==> config.mk <==
export PLATFORM = sky130hd
export DESIGN_NAME = lcd_sync_rx_flat
export DESIGN_NICKNAME = d
export VERILOG_FILES = /design/src/rtl/lcd_sync_rx_if.sv /design/src/rtl/lcd_sync_rx.sv /design/src/flat_wrapper.sv
export SDC_FILE = /design/constraint.sdc
export NUM_CORES = 1
export LEC_CHECK = 0
export ABC_CLOCK_PERIOD_IN_PS = 2500
export CAP_MARGIN = 20
export CORE_MARGIN = 3
export CORE_UTILIZATION = 51
export CTS_BUF_LIST = sky130_fd_sc_hd__clkbuf_8
export CTS_CLUSTER_DIAMETER = 30
export DETAILED_ROUTE_END_ITERATION = 10
export PLACE_DENSITY = 0.83
export SLEW_MARGIN = 20
export SYNTH_ARGS = -nofsm -noshare
export SYNTH_HDL_FRONTEND = slang
export SYNTH_SLANG_ARGS = --single-unit
==> constraint.sdc <==
create_clock -name clk -period 2.5 [get_ports clk]
set_input_delay 0.25 -clock clk [delete_from_list [all_inputs] [get_ports clk]]
set_output_delay 0.25 -clock clk [all_outputs]
set_load 0.1 [all_outputs]
==> src/rtl/lcd_sync_rx_if.sv <==
// LCD sync stream (HD/VD/DEN/RGB, error clear) and receiver status outputs.
// The stream source is the master; lcd_sync_rx is the slave.
interface lcd_sync_rx_if;
    localparam int unsigned XW = 11;
    localparam int unsigned YW = 10;
    localparam int unsigned CW = 8;

    logic          hd;
    logic          vd;
    logic          den;
    logic [CW-1:0] r;
    logic [CW-1:0] g;
    logic [CW-1:0] b;
    logic          err_clr;
    logic          pix_valid;
    logic [XW-1:0] x;
    logic [YW-1:0] y;
    logic [3*CW-1:0] pix_rgb;
    logic          frame_done;
    logic [XW-1:0] h_meas;
    logic [YW-1:0] v_meas;
    logic [3:0]    err;
    logic          locked;
    logic          bar_err;

    modport master (
        output hd, vd, den, r, g, b, err_clr,
        input  pix_valid, x, y, pix_rgb, frame_done, h_meas, v_meas, err, locked, bar_err
    );

    modport slave (
        input  hd, vd, den, r, g, b, err_clr,
        output pix_valid, x, y, pix_rgb, frame_done, h_meas, v_meas, err, locked, bar_err
    );
endinterface

==> src/rtl/lcd_sync_rx.sv <==
// LCD sync stream receiver: pixel coordinate recovery, line/frame timing check and lock.
// Optional colour-bar checker enabled by defining BAR_CHECK_EN.
module lcd_sync_rx #(
    parameter int unsigned H_ACTIVE    = 800,
    parameter int unsigned V_ACTIVE    = 480,
    parameter int unsigned H_TOTAL     = 1056,
    parameter int unsigned V_TOTAL     = 525,
    parameter int unsigned LOCK_FRAMES = 2
) (
    input  logic         clk,
    input  logic         rst_n,
    lcd_sync_rx_if.slave bus
);
    localparam int unsigned HW = 11;
    localparam int unsigned VW = 10;
    localparam int unsigned GW = 8;
    localparam int unsigned RGBW = 24;
    localparam logic [HW-1:0] HMAX = '1;
    localparam logic [VW-1:0] VMAX = '1;

    typedef enum logic [1:0] {SEARCH = 2'd0, MEASURE = 2'd1, LOCKED = 2'd2} state_t;

    state_t state;
    state_t state_next;

    logic            hd_q, vd_q, den_q, clr_q, hd_qq, vd_qq;
    logic [RGBW-1:0] rgb_q;

    // Single input register plus a second sync stage for edge detection
    always_ff @(posedge clk or negedge rst_n) begin
        if (!rst_n) begin
            hd_q  <= 1'b0;
            vd_q  <= 1'b0;
            den_q <= 1'b0;
            clr_q <= 1'b0;
            rgb_q <= '0;
            hd_qq <= 1'b0;
            vd_qq <= 1'b0;
        end else begin
            hd_q  <= bus.hd;
            vd_q  <= bus.vd;
            den_q <= bus.den;
            clr_q <= bus.err_clr;
            rgb_q <= {bus.r, bus.g, bus.b};
            hd_qq <= hd_q;
            vd_qq <= vd_q;
        end
    end

    logic hd_fall, vd_fall, chk;
    assign hd_fall = hd_qq & ~hd_q;
    assign vd_fall = vd_qq & ~vd_q;
    assign chk     = (state != SEARCH);

    logic [HW-1:0] hcnt, xcnt, xbase, hlen;
    logic [VW-1:0] vcnt, ycnt, vcnt_l, ycnt_l;
    logic [GW-1:0] good, good_next;
    logic [3:0]    new_err;
    logic          frame_bad, bar_new, any_err, frame_done_c;

    // Line end is accounted before frame end; ycnt doubles as the active-line count
    always_comb begin
        hlen    = (hcnt == HMAX) ? HMAX : hcnt + HW'(1);
        xbase   = xcnt;
        vcnt_l  = vcnt;
        ycnt_l  = ycnt;
        new_err = '0;
        if (hd_fall) begin
            xbase = '0;
            if (vcnt != VMAX) vcnt_l = vcnt + VW'(1);
            if ((xcnt != '0) && (ycnt != VMAX)) ycnt_l = ycnt + VW'(1);
            if (chk) begin
                new_err[0] = (hlen != HW'(H_TOTAL));
                new_err[1] = (xcnt != '0) && (xcnt != HW'(H_ACTIVE));
            end
        end
        if (vd_fall) begin
            if (chk) begin
                new_err[3] = (vcnt_l != VW'(V_TOTAL));
                new_err[2] = (ycnt_l != VW'(V_ACTIVE));
            end
            ycnt_l = '0;
        end
    end

`ifdef BAR_CHECK_EN
    localparam int unsigned BAR_W = H_ACTIVE / 8;

    logic [HW-1:0]   bar_pos, pos_base;
    logic [3:0]      bar_idx, idx_base;
    logic [RGBW-1:0] bar_rgb;
    logic            bar_err;

    // Bar index bit pattern maps directly to white/yellow/cyan/green/magenta/red/blue/black
    always_comb begin
        pos_base = hd_fall ? '0 : bar_pos;
        idx_base = hd_fall ? '0 : bar_idx;
        bar_rgb  = {{8{~idx_base[1]}}, {8{~idx_base[2]}}, {8{~idx_base[0]}}};
        bar_new  = chk && den_q && !idx_base[3] && (rgb_q != bar_rgb);
    end

    always_ff @(posedge clk or negedge rst_n) begin
        if (!rst_n) begin
            bar_pos <= '0;
            bar_idx <= '0;
            bar_err <= 1'b0;
        end else begin
            bar_err <= (clr_q ? 1'b0 : bar_err) | bar_new;
            if (den_q) begin
                if (pos_base == HW'(BAR_W - 1)) begin
                    bar_pos <= '0;
                    bar_idx <= idx_base[3] ? idx_base : idx_base + 4'd1;
                end else begin
                    bar_pos <= pos_base + HW'(1);
                    bar_idx <= idx_base;
                end
            end else begin
                bar_pos <= pos_base;
                bar_idx <= idx_base;
            end
        end
    end

    assign bus.bar_err = bar_err;
`else
    assign bar_new     = 1'b0;
    assign bus.bar_err = 1'b0;
`endif

    assign any_err = (new_err != '0) || bar_new;

    // Lock FSM: next state, good-frame counter and frame pulse
    always_comb begin
        state_next   = state;
        good_next    = good;
        frame_done_c = 1'b0;
        case (state)
            SEARCH: begin
                if (vd_fall) begin
                    state_next = MEASURE;
                    good_next  = '0;
                end
            end
            MEASURE: begin
                if (vd_fall) begin
                    frame_done_c = 1'b1;
                    if (frame_bad || any_err) begin
                        good_next = '0;
                    end else begin
                        good_next = good + GW'(1);
                        if (good_next == GW'(LOCK_FRAMES)) state_next = LOCKED;
                    end
                end
            end
            LOCKED: begin
                frame_done_c = vd_fall;
                if (any_err) begin
                    state_next = SEARCH;
                    good_next  = '0;
                end
            end
            default: state_next = SEARCH;
        endcase
    end

    logic            pix_valid, frame_done, locked;
    logic [HW-1:0]   x, h_meas;
    logic [VW-1:0]   y, v_meas;
    logic [RGBW-1:0] pix_rgb;
    logic [3:0]      err;

    always_ff @(posedge clk or negedge rst_n) begin
        if (!rst_n) begin
            state      <= SEARCH;
            good       <= '0;
            frame_bad  <= 1'b0;
            hcnt       <= '0;
            xcnt       <= '0;
            vcnt       <= '0;
            ycnt       <= '0;
            pix_valid  <= 1'b0;
            x          <= '0;
            y          <= '0;
            pix_rgb    <= '0;
            frame_done <= 1'b0;
            h_meas     <= '0;
            v_meas     <= '0;
            err        <= '0;
            locked     <= 1'b0;
        end else begin
            state      <= state_next;
            good       <= good_next;
            frame_bad  <= vd_fall ? 1'b0 : (frame_bad | any_err);
            hcnt       <= hd_fall ? '0 : hlen;
            xcnt       <= (den_q && (xbase != HMAX)) ? xbase + HW'(1) : xbase;
            vcnt       <= vd_fall ? '0 : vcnt_l;
            ycnt       <= ycnt_l;
            pix_valid  <= den_q;
            frame_done <= frame_done_c;
            err        <= (clr_q ? 4'd0 : err) | new_err;
            locked     <= (state_next == LOCKED);
            if (hd_fall) h_meas <= hlen;
            if (vd_fall) v_meas <= vcnt_l;
            if (den_q) begin
                x       <= xbase;
                y       <= ycnt_l;
                pix_rgb <= rgb_q;
            end
        end
    end

    assign bus.pix_valid  = pix_valid;
    assign bus.x          = x;
    assign bus.y          = y;
    assign bus.pix_rgb    = pix_rgb;
    assign bus.frame_done = frame_done;
    assign bus.h_meas     = h_meas;
    assign bus.v_meas     = v_meas;
    assign bus.err        = err;
    assign bus.locked     = locked;
endmodule
==> src/flat_wrapper.sv <==
// flat-port wrapper written by rule: the top's interface ports become plain ports
module lcd_sync_rx_flat 
#(
    parameter int unsigned H_ACTIVE    = 800,
    parameter int unsigned V_ACTIVE    = 480,
    parameter int unsigned H_TOTAL     = 1056,
    parameter int unsigned V_TOTAL     = 525,
    parameter int unsigned LOCK_FRAMES = 2
)
  (clk, rst_n, bus_hd, bus_vd, bus_den, bus_r, bus_g, bus_b, bus_err_clr, bus_pix_valid, bus_x, bus_y, bus_pix_rgb, bus_frame_done, bus_h_meas, bus_v_meas, bus_err, bus_locked, bus_bar_err);
  lcd_sync_rx_if bus_i ();
  input  logic clk;
  input  logic rst_n;
  input wire logic [$bits(bus_i.hd)-1:0] bus_hd;
  input wire logic [$bits(bus_i.vd)-1:0] bus_vd;
  input wire logic [$bits(bus_i.den)-1:0] bus_den;
  input wire logic [$bits(bus_i.r)-1:0] bus_r;
  input wire logic [$bits(bus_i.g)-1:0] bus_g;
  input wire logic [$bits(bus_i.b)-1:0] bus_b;
  input wire logic [$bits(bus_i.err_clr)-1:0] bus_err_clr;
  output wire logic [$bits(bus_i.pix_valid)-1:0] bus_pix_valid;
  output wire logic [$bits(bus_i.x)-1:0] bus_x;
  output wire logic [$bits(bus_i.y)-1:0] bus_y;
  output wire logic [$bits(bus_i.pix_rgb)-1:0] bus_pix_rgb;
  output wire logic [$bits(bus_i.frame_done)-1:0] bus_frame_done;
  output wire logic [$bits(bus_i.h_meas)-1:0] bus_h_meas;
  output wire logic [$bits(bus_i.v_meas)-1:0] bus_v_meas;
  output wire logic [$bits(bus_i.err)-1:0] bus_err;
  output wire logic [$bits(bus_i.locked)-1:0] bus_locked;
  output wire logic [$bits(bus_i.bar_err)-1:0] bus_bar_err;
  assign bus_i.hd = bus_hd;
  assign bus_i.vd = bus_vd;
  assign bus_i.den = bus_den;
  assign bus_i.r = bus_r;
  assign bus_i.g = bus_g;
  assign bus_i.b = bus_b;
  assign bus_i.err_clr = bus_err_clr;
  assign bus_pix_valid = bus_i.pix_valid;
  assign bus_x = bus_i.x;
  assign bus_y = bus_i.y;
  assign bus_pix_rgb = bus_i.pix_rgb;
  assign bus_frame_done = bus_i.frame_done;
  assign bus_h_meas = bus_i.h_meas;
  assign bus_v_meas = bus_i.v_meas;
  assign bus_err = bus_i.err;
  assign bus_locked = bus_i.locked;
  assign bus_bar_err = bus_i.bar_err;
  lcd_sync_rx #(.H_ACTIVE(H_ACTIVE), .V_ACTIVE(V_ACTIVE), .H_TOTAL(H_TOTAL), .V_TOTAL(V_TOTAL), .LOCK_FRAMES(LOCK_FRAMES)) u_core (.clk(clk), .rst_n(rst_n), .bus(bus_i));
endmodule
# Yosys cells after proc, flatten, opt, wreduce, memory -nomap -nowiden
# Cells that the tools add are included.
# classes
addsub,5
eq_ne,15
muxes,29
bitwise_logic,6
reduce_logical,10
# ops
operator,count
$mux 10,6
$mux 11,4
$mux 8,4
$ne 10x10->1 const B,3
$pmux 8 s3,1
$add 11x1->11 const B,2
$ne 11x11->1 const B,2
$add 10x1->10 const B,2
$mux 2,9
$eq 11x11->1 const B,1
$ne 11x10->1 const B,1
$reduce_bool 11->1,1
$ne 10x9->1 const B,1
$add 8x1->8 const B,1
$eq 8x2->1 const B,1
$ne 2x1->1 const B,3
$pmux 2 s3,1
$eq 2x2->1 const B,2
$mux 4,1
$or 4x4->4,1
$reduce_and 4->1,1
$reduce_bool 4->1,1
$logic_and 1x1->1,3
$reduce_bool 3->1,1
other kinds (9),12
# totals
register_bits,156
in_bits,30
output_inout_bits,74
wordCells,88

# Logic depth before layout (Yosys ltp)
# Gate-level depths: netlist of the first run.
# depth
word_depth,13
ltp_mapped,12

# Worst setup path before layout of the first run
# OpenSTA, ideal clock, no wires.
# synth_path
kind,register to register
start,register u_core.vcnt[2]
end,register u_core.good[7]
arrival_time_ps,2661
path_slack_ps,-252
path_stages_with_launch,10
synth_period_minus_slack_ps,2752
path_cell_list,dfrtp_1 clkbuf_1 nand4_1 nor3_1 mux2_2 or4b_1 nor4b_4 o211ai_2 or3_1 o221ai_1
# synth_between
elab_chain_cells,11
elab_cells_between_ends,14
classes_between,add/sub: 1; eq/ne: 3; mux: 7; reduce/logical: 3
# synth_lines
item,line_no,source
from (decl),lcd_sync_rx.sv:56,"logic [VW-1:0] vcnt, ycnt, vcnt_l, ycnt_l;"
from (signal assigned),lcd_sync_rx.sv:196,vcnt <= vd_fall ? '0 : vcnt_l;
$add 10x1->10 or $ne 10x10->1 (tied branches),lcd_sync_rx.sv:70,if (vcnt != VMAX) vcnt_l = vcnt + VW'(1);
$mux 10,lcd_sync_rx.sv:70,
$mux 10 (*),lcd_sync_rx.sv:68,if (hd_fall) begin
$ne 10x10->1 (*),lcd_sync_rx.sv:79,new_err[3] = (vcnt_l != VW'(V_TOTAL));
$mux 2 (*),lcd_sync_rx.sv:78,if (chk) begin
$mux 2 (*),lcd_sync_rx.sv:77,if (vd_fall) begin
$reduce_bool 4->1 (*),lcd_sync_rx.sv:130,assign any_err = (new_err != '0) || bar_new;
$logic_or 1x1->1,lcd_sync_rx.sv:147,if (frame_bad || any_err) begin
$mux 8,lcd_sync_rx.sv:147,
$mux 8,lcd_sync_rx.sv:145,if (vd_fall) begin
$pmux 8 s3,lcd_sync_rx.sv:137,case (state)
to (signal assigned),lcd_sync_rx.sv:192,good <= good_next;
to (decl),lcd_sync_rx.sv:57,"logic [GW-1:0] good, good_next;"
# Mark *: on every way between the ends. The rest lies on a longest branch, timed or not. The select of a mux whose other input is x is not followed.
# A chain may end at the register's enable or synchronous reset.

# Worst setup path after layout of the first run
# layout_path
start,register u_core.xcnt[4]
end,register u_core.locked (netlist: u_core.bus.locked)
# layout_between
elab_chain_cells,13
elab_cells_between_ends,18
classes_between,eq/ne: 3; mux: 10; reduce/logical: 5
# layout_lines
item,line_no,source
from (decl),lcd_sync_rx.sv:55,"logic [HW-1:0] hcnt, xcnt, xbase, hlen;"
from (signal assigned),lcd_sync_rx.sv:195,xcnt <= (den_q && (xbase != HMAX)) ? xbase + HW'(1) : xbase;
$reduce_bool 11->1,"lcd_sync_rx.sv:71, lcd_sync_rx.sv:74",
$logic_and 1x1->1,lcd_sync_rx.sv:71,if ((xcnt != '0) && (ycnt != VMAX)) ycnt_l = ycnt + VW'(1);
$mux 10,lcd_sync_rx.sv:71,
$mux 10,lcd_sync_rx.sv:68,
$ne 10x9->1,lcd_sync_rx.sv:80,new_err[2] = (ycnt_l != VW'(V_ACTIVE));
$mux 2,lcd_sync_rx.sv:78,
$mux 2,lcd_sync_rx.sv:77,
$reduce_bool 4->1 (*),lcd_sync_rx.sv:130,
$logic_or 1x1->1,lcd_sync_rx.sv:147,
$mux 2,lcd_sync_rx.sv:147,
$mux 2,lcd_sync_rx.sv:145,
$pmux 2 s3 (*),lcd_sync_rx.sv:137,
$eq 2x2->1 (*),lcd_sync_rx.sv:201,locked <= (state_next == LOCKED);
to (signal assigned),lcd_sync_rx.sv:201,
to (decl),lcd_sync_rx.sv:166,"logic pix_valid, frame_done, locked;"
# Mark *: on every way between the ends. The rest lies on a longest branch, timed or not.

==> summary.md, run 1 <==
| Metric | Value |
|---|---|
| Pre-Repair DR Iteration Count | `5` |
| Vias post-DR | `5586` |
| Reported max-cap violation count | `0` |
| RSZ-0062 raised after global routing | `true` |
| Cells after Synth | `621` |
| # IOs | `around 100` |
| Synthesized cell area | `6840 µm²` |
| Main flop type after synthesis | `dfrtp_1` |
| Slew headroom | `0.5760` |
| Vias per Instance | `about 5.5` |
| CP Capture Type | `flip-flop` |
| Die outline width | `between 100 and 150 µm` |
| Area of the multi-input gates | `2929 µm²` |
| Share of flip-flops with an asynchronous set or reset | `1.000` |
| Crit Path Class | `reg2reg` |
| Total negative slack | `-1626 ps` |
| Startpoint types | `flip-flop` |
| Ys Warns | `0` |
| Leak Pwr | `approximately 0.0043 µW` |
| Initial Utilization | `0.5312` |
| Routed wire per std cell | `16.45 µm` |
| Gate power share | `0.331` |
| DRC | `0` |
| Reg2reg path depth | `8` |
| Final Hold Fails | `0` |
| CTS H-tree lvls | `4` |
| Net switching power | `2858 µW` |
| Violated checks | `setup timing` |
| Crit share post-route | `1.081` |
| Number of synthesized flops with an enable pin | `0` |
| Filler cells | `883` |
| Hold Path Class | `in2reg` |
| CTS sink cnt | `156` |
| Clock Power Share | `0.276` |
| Root Driver | `clkbuf_8` |
| Status | `complete, but fails checks` |
| Synth top area share | `0.5707` |
| Tmin final | `2703 ps` |
| Synth cell types | `66` |
| FP Rows | `41` |
| R2r startpoint | `u_core.xcnt[4]` |
| Total track usage | `0.2300` |
| Area growth from synthesis to layout | `35.98%` |
| Total CTS buffers | `17` |
| Sequential Power Share | `0.393` |
| Worst vdd ir | `0.6153 mV` |
| CP Data Required Time | `2850 ps` |
| Input/output buffers | `102` |
| Setup WS post-layout | `-203.2 ps` |
| Layout Nets | `just under 900` |
| Mean Syn Cell Area | `between 10 and 15 µm²` |
| Clock Tree Buf Depth | `2` |
| Register area share after synthesis | `0.5707` |
| Switching share of power | `0.3768` |
| Final WL | `16.65 mm` |
| Core area | `around 13000 µm²` |
| Number of antenna-violating nets in the routed design | `0` |
| Final worst clock skew | `10.84 ps` |
| Diode count | `0` |
| Reg-to-Reg End | `u_core.bus.locked` |
| Crit path from | `u_core.xcnt[4]` |
| Layout cell share with drive strength beyond 1 | `0.3583` |
| First-pass GRT wire length | `27.03 mm` |
| Reg2Reg Setup Slack | `-200 ps` |
| Crit path to | `u_core.bus.locked` |
| Sequential cell area | `3906 µm²` |
| CP Data Arrival Time | `3050 ps` |
| Post-synth top area cell | `dfrtp_1` |
| CTS tree | `done` |
| Routability cong. | `around 0.90` |
| Design internal power | `4727 µW` |
| Die Ht | `121.8 µm` |
| Pins Over Slew Limit | `0` |
| Iter 0 DRT Violations | `483` |
| Global route overflow | `0` |
| Final setup violating endpoints | `11` |
| Insertion delay to the later sink of the worst-skew pair | `~460 ps` |
| Clock-pin slew on the worst setup and hold paths | `90 ps` |
| Die area | `roughly 15000 µm²` |
| Synthesized Nets | `661` |
| Overall power | `roughly 7600 µW` |
| Worst-Margin Slew | `about 630 ps` |
| Power Density | `815.5 nW/µm²` |
| Initial antenna violation count | `0` |
| Vias in the first global route | `5648` |
| Post-detail-place hpwl | `11.64 mm` |
| FF+latch count, synth | `approximately 160` |
| Top cells by area, synth | `dfrtp_1, mux2_2, o21ai_0` |
| FMAX | `0.3699 GHz` |
| Pin count of the biggest net entering global routing | `62` |
| Largest fanout on the critical path | `4` |
==> what timing repair did <==
| item | 4_1_cts | 5_1_grt |
|---|---|---|
| hold buffers | 1 | 0 |
| hold endpoints to repair | 57 | 0 |
| resized for setup | 18 | 27 |
| buffers inserted | 8 | 11 |
| pin swaps | 13 | 25 |
| setup endpoints to repair | 21 | 22 |
==> sequential cells by signal (all words and copies together) (netlist names), 2 cells and up <==
name                count
u_core.vcnt            10
u_core.ycnt            10
u_core.state            2
u_core.rgb_q           24
u_core.good             8
u_core.bus.err          4
u_core.bus.h_meas      11
u_core.xcnt            11
u_core.bus.v_meas      10
u_core.bus.x           11
u_core.hcnt            11
u_core.bus.pix_rgb     24
u_core.bus.y           10
==> per-layer routing <==
layer  vias up  GRT usage  share of wire
met5         -          0              0
met4         0    0.09734          0.021
met3        36    0.06592          0.066
met2       216     0.3612           0.49
met1      2733     0.3009           0.43
li1       2601          -              -
==> Yosys cell counts, drive strengths merged (10+ instances only) <==
cell      n
dfrtp   156
nand2    51
nor2     50
o21ai    46
mux2     38
nand3    38
inv      27
a21oi    17
clkbuf   14
xor2     13
xnor2    12
buf      11
nor3     11
ha       10
mux2i    10
nand4    10
==> worst min-delay path by stage <==
stage	depth (start not counted)	slack (ps)	end	from
global route	1	190	u_core.rgb_q[8]	bus_g[0]
floorplan	0	-50	u_core.bus.err[0]	rst_n
global placement	1	260	u_core.bus.pix_rgb[3]	rst_n
detailed placement	1	270	u_core.bus.pix_rgb[1]	rst_n
finish	1	220	u_core.rgb_q[2]	bus_b[2]
CTS	1	190	u_core.rgb_q[2]	bus_b[2]
==> critical path, stage by stage, from the launching register on <==
cell      delay [ps]
dfrtp_1          390
or4_4            580
o311ai_4         420
nor4_2           120
nor3_4           250
nor4b_4           90
or2_4            250
or3_1            340
and4_1           170
==> power groups by stage <==
stage	Combinational (µW)	Sequential (µW)	Clock, µW
final	2510	2980	2090
after global placement	2320	3000	0
after floorplan	637	4000	0
after global routing	2660	3010	2250
after CTS	2430	2970	2140
after detailed placement	2370	3010	0
==> through the flow <==
stage                     hold slack, ps  setup slack, ps  utilization  area (µm²)  instances
after floorplan                   -45.59           -107.1            -        6878        621
after global placement             261.0           -174.7       0.6614        8516        961
after detailed placement           265.9           -226.1       0.6614        8516        961
after CTS                          188.0           -180.5       0.7076        9111       1002
after global routing               191.3           -308.5       0.7224        9301       1012
final                              218.5           -203.2       0.7224        9301       1012
==> area by class of cell <==
type,count,share of cell area
Clock buffer,19,0.02811
Inverter,27,0.01090
Timing Repair Buffer,212,0.1831
Tap cell,172,0.02314
Sequential cell,156,0.4200
Clock inverter,13,0.01991
Multi-Input combinational cell,413,0.3149
==> placed cells by master (no fill, tap or decap), types with 4 or more instances in the layout <==
cell type and n:
buf_4 175, xnor2_1 12, nand2_1 51, nand3_2 4, or3_1 9, nand3_1 34
nand2b_1 8, a21oi_1 11, and4_1 5, inv_1 27, o211ai_1 4, nor3_1 8
a21oi_2 6, dfrtp_1 154, buf_6 7, o21ai_0 43, nand4_1 10, ha_1 7
clkbuf_8 19, bufinv_16 4, mux2i_1 8, nor2_1 50, clkdlybuf4s50_1 28, mux2_2 37
and3_1 6, a31oi_1 4, xor2_1 13
==> cell families (layout without fill, tap and decap cells) <==
logic type,count (synthesis),in the layout,share of synthesized area
AND/OR/NAND/NOR,221,221,0.1679
flip-flops,156,156,0.5707
AO/OA/AOI/OAI,108,108,0.1032
buffers and inverters,52,271,0.03018
multiplexers,48,48,0.07719
XOR/XNOR,25,25,0.03201
adder cells (fa/ha/maj),10,10,0.01829
other,1,1,0.0005482
Power figures use the tool's default switching activity.
==> run 2, diff against run 1 <==
--- a/config.mk
+++ b/config.mk
@@ -13,7 +13,7 @@
 export CTS_CLUSTER_DIAMETER = 30
 export DETAILED_ROUTE_END_ITERATION = 10
 export PLACE_DENSITY = 0.83
-export SLEW_MARGIN = 20
+export SLEW_MARGIN = 25
 export SYNTH_ARGS = -nofsm -noshare
 export SYNTH_HDL_FRONTEND = slang
 export SYNTH_SLANG_ARGS = --single-unit
==> results of run 2 <==
Final layout, timing and power as in run 1 (identical DEF).
==> run 3, diff against run 2 <==
--- a/config.mk
+++ b/config.mk
@@ -7,6 +7,7 @@
 export LEC_CHECK = 0
 export ABC_CLOCK_PERIOD_IN_PS = 2500
 export CAP_MARGIN = 20
+export CORE_ASPECT_RATIO = 1.75
 export CORE_MARGIN = 3
 export CORE_UTILIZATION = 51
 export CTS_BUF_LIST = sky130_fd_sc_hd__clkbuf_8
==> summary.md, run 3 (same netlist as run 1, synthesis figures left out) <==
| Metric | Value |
|---|---|
| Final Cell Area | `9066 µm² (was 9301 µm²)` |
| Crit share post-route | `1.107 (was 1.081)` |
| Setup WS pre-CTS | `-259.9 ps (was -226.1 ps)` |
| Input/output buffers | `102 (unchanged)` |
| Final worst clock skew | `9.393 ps (was 10.84 ps)` |
| DP Area | `8464 µm² (was 8516 µm²)` |
| Pre-Repair DR Iteration Count | `5 (unchanged)` |
| Crit Path Class | `reg2reg (unchanged)` |
| Vias post-DR | `5473 (was 5586)` |
| First-pass GRT wire length | `26.75 mm (was 27.03 mm)` |
| RSZ-0062 raised after global routing | `true (unchanged)` |
| Startpoint types | `flip-flop (unchanged)` |
| Filler cells | `917 (was 883)` |
| CTS tree | `done (unchanged)` |
| Total CTS buffers | `17 (unchanged)` |
| R2r startpoint | `u_core.xcnt[10] (was u_core.xcnt[4])` |
| Hold Path Class | `in2reg (unchanged)` |
| Vias per Instance | `5.545 (was 5.520)` |
| CTS sink cnt | `156 (unchanged)` |
| Hold Crit Endpoint | `u_core.rgb_q[14] (was u_core.rgb_q[2])` |
| Largest fanout on the critical path | `4 (unchanged)` |
| Final Hold Fails | `0 (unchanged)` |
| Post-detail-place hpwl | `11.92 mm (was 11.64 mm)` |
| Layout Nets | `843 (was 867)` |
| Violated checks | `setup timing (unchanged)` |
| Reg2reg path depth | `8 (unchanged)` |
| Commonest non-fill, non-tap cell in the layout | `dfrtp_1 (was buf_4)` |
| Core area | `13010 µm² (was 12880 µm²)` |
| Leak Pwr | `0.004167 µW (was 0.004297 µW)` |
| Power Density | `801.0 nW/µm² (was 815.5 nW/µm²)` |
| Area growth from synthesis to layout | `32.54% (was 35.98%)` |
| Total track usage | `0.2249 (was 0.2300)` |
| Pin count of the biggest net entering global routing | `73 (was 62)` |
| Final WL | `16.50 mm (was 16.65 mm)` |
| Die outline width | `93.55 µm (was 121.8 µm)` |
| Tmin final | `2767 ps (was 2703 ps)` |
| CTS H-tree lvls | `4 (unchanged)` |
| Overall power | `7262 µW (was 7585 µW)` |
| CP Data Required Time | `2830 ps (was 2850 ps)` |
| Diode count | `0 (unchanged)` |
| Reg2Reg Setup Slack | `-270 ps (was -200 ps)` |
| Largest regs | `u_core.bus.pix_rgb x24, u_core.rgb_q x24 (unchanged)` |
| Worst Hold Launch | `bus_g[6] (was bus_b[2])` |
| Die Ht | `159.2 µm (was 121.8 µm)` |
| Clock-pin slew on the worst setup and hold paths | `100 ps (was 90 ps)` |
| Initial antenna violation count | `0 (unchanged)` |
| Vias in the first global route | `5701 (was 5648)` |
| # IOs | `104 (unchanged)` |
| DRC | `0 (unchanged)` |
| Number of antenna-violating nets in the routed design | `0 (unchanged)` |
| Root Driver | `clkbuf_8 (unchanged)` |
| Hold Path Cell Cnt | `1 (unchanged)` |
| Most frequent cells in the layout | `dfrtp_1, buf_4, nor2_1, nand2_1, o21ai_0 (was buf_4, dfrtp_1, nand2_1)` |
| FMAX | `0.3615 GHz (was 0.3699 GHz)` |
| Routability cong. | `0.8918 (was 0.9037)` |
| Reported max-cap violation count | `0 (unchanged)` |
| Layout cell share with drive strength beyond 1 | `0.3346 (was 0.3583)` |
| Pins Over Slew Limit | `0 (unchanged)` |
| CP Capture Type | `flip-flop (unchanged)` |
| Reg-to-Reg End | `u_core.bus.locked (unchanged)` |
| Routed wire per std cell | `16.72 µm (was 16.45 µm)` |
| Initial Utilization | `0.5259 (was 0.5312)` |
| Setup WS post-layout | `-266.6 ps (was -203.2 ps)` |
| FP Rows | `55 (was 41)` |
| CP Data Arrival Time | `3100 ps (was 3050 ps)` |
| Iter 0 DRT Violations | `403 (was 483)` |
| Insertion delay to the later sink of the worst-skew pair | `440 ps (was 460 ps)` |
| Final setup violating endpoints | `11 (unchanged)` |
| Status | `complete, but fails checks (unchanged)` |
| Global route overflow | `0 (unchanged)` |
| Slew headroom | `0.5682 (was 0.5760)` |
| Worst vdd ir | `0.6205 mV (was 0.6153 mV)` |
| Worst-Margin Slew | `647.7 ps (was 629.4 ps)` |
| Clock Tree Buf Depth | `2 (unchanged)` |
| Die area | `14890 µm² (was 14840 µm²)` |
run 3: layer usage:
layer  vias up  track usage  wire, µm
met3        68      0.04728       869
met4         0       0.1137       764
met1      2650       0.2465      5834
met5         -            0         0
met2       204       0.4018      9036
li1       2551            -         -
run 3: cell type report:
| type | instances | area (µm²) | share of cell area |
|---|---|---|---|
| clock inverters | 15 | 168.9 | 0.01863 |
| repair buffers | 188 | 1533 | 0.1691 |
| clock buffers | 17 | 234.0 | 0.02581 |
| multi-input cells | 413 | 2909 | 0.3209 |
| inverters | 27 | 101.3 | 0.01118 |
| flip-flops and latches | 156 | 3906 | 0.4309 |
| well taps | 171 | 214.0 | 0.02360 |
run 3: how the worst max path moves through the flow:
stage                              endpoint  cells past startpoint  slack, ps            start
after floorplan           u_core.bus.locked                      8       -110   u_core.xcnt[0]
after global placement       u_core.good[7]                     10       -150   u_core.vcnt[0]
after detailed placement     u_core.good[2]                     10       -260   u_core.vcnt[1]
after CTS                    u_core.good[7]                      8       -230   u_core.vcnt[1]
after global routing         u_core.good[7]                      9       -400   u_core.vcnt[1]
final                     u_core.bus.locked                      8       -270  u_core.xcnt[10]
run 3: power breakdown:
part / leakage, µW / internal [µW] / switching, µW
Combinational: 0.00195 / 720 / 1690
Clock: 0.000205 / 763 / 1100
Sequential: 0.00202 / 2780 / 205
Total: 0.00417 / 4270 / 3000
run 3: repair_timing:
item | CTS | global route
buffers inserted | 4 | 1
endpoints found under the setup margin | 18 | 20
pin swaps | 16 | 11
resized for setup | 19 | 19
hold buffers | 1 | 0
hold endpoints to repair | 70 | 0
run 3: critical path, stage by stage (launching register included):
cell	delay, ps
dfrtp_1	390
or4_4	570
o311ai_4	380
nor4_1	150
nor3_4	270
nor4b_4	90
or2_4	290
or3_4	340
and4_1	180
run 3: per-stage QoR:
step,TNS (ps),cells,util,hold slack [ps]
2_1_floorplan,-250.1,621,-,-45.59
3_3_place_gp,-1067,950,0.6508,298.6
3_5_place_dp,-2617,950,0.6508,314.0
4_1_cts,-1965,986,0.6898,210.3
5_1_grt,-3673,987,0.6971,204.7
6_report,-1900,987,0.6971,230.4
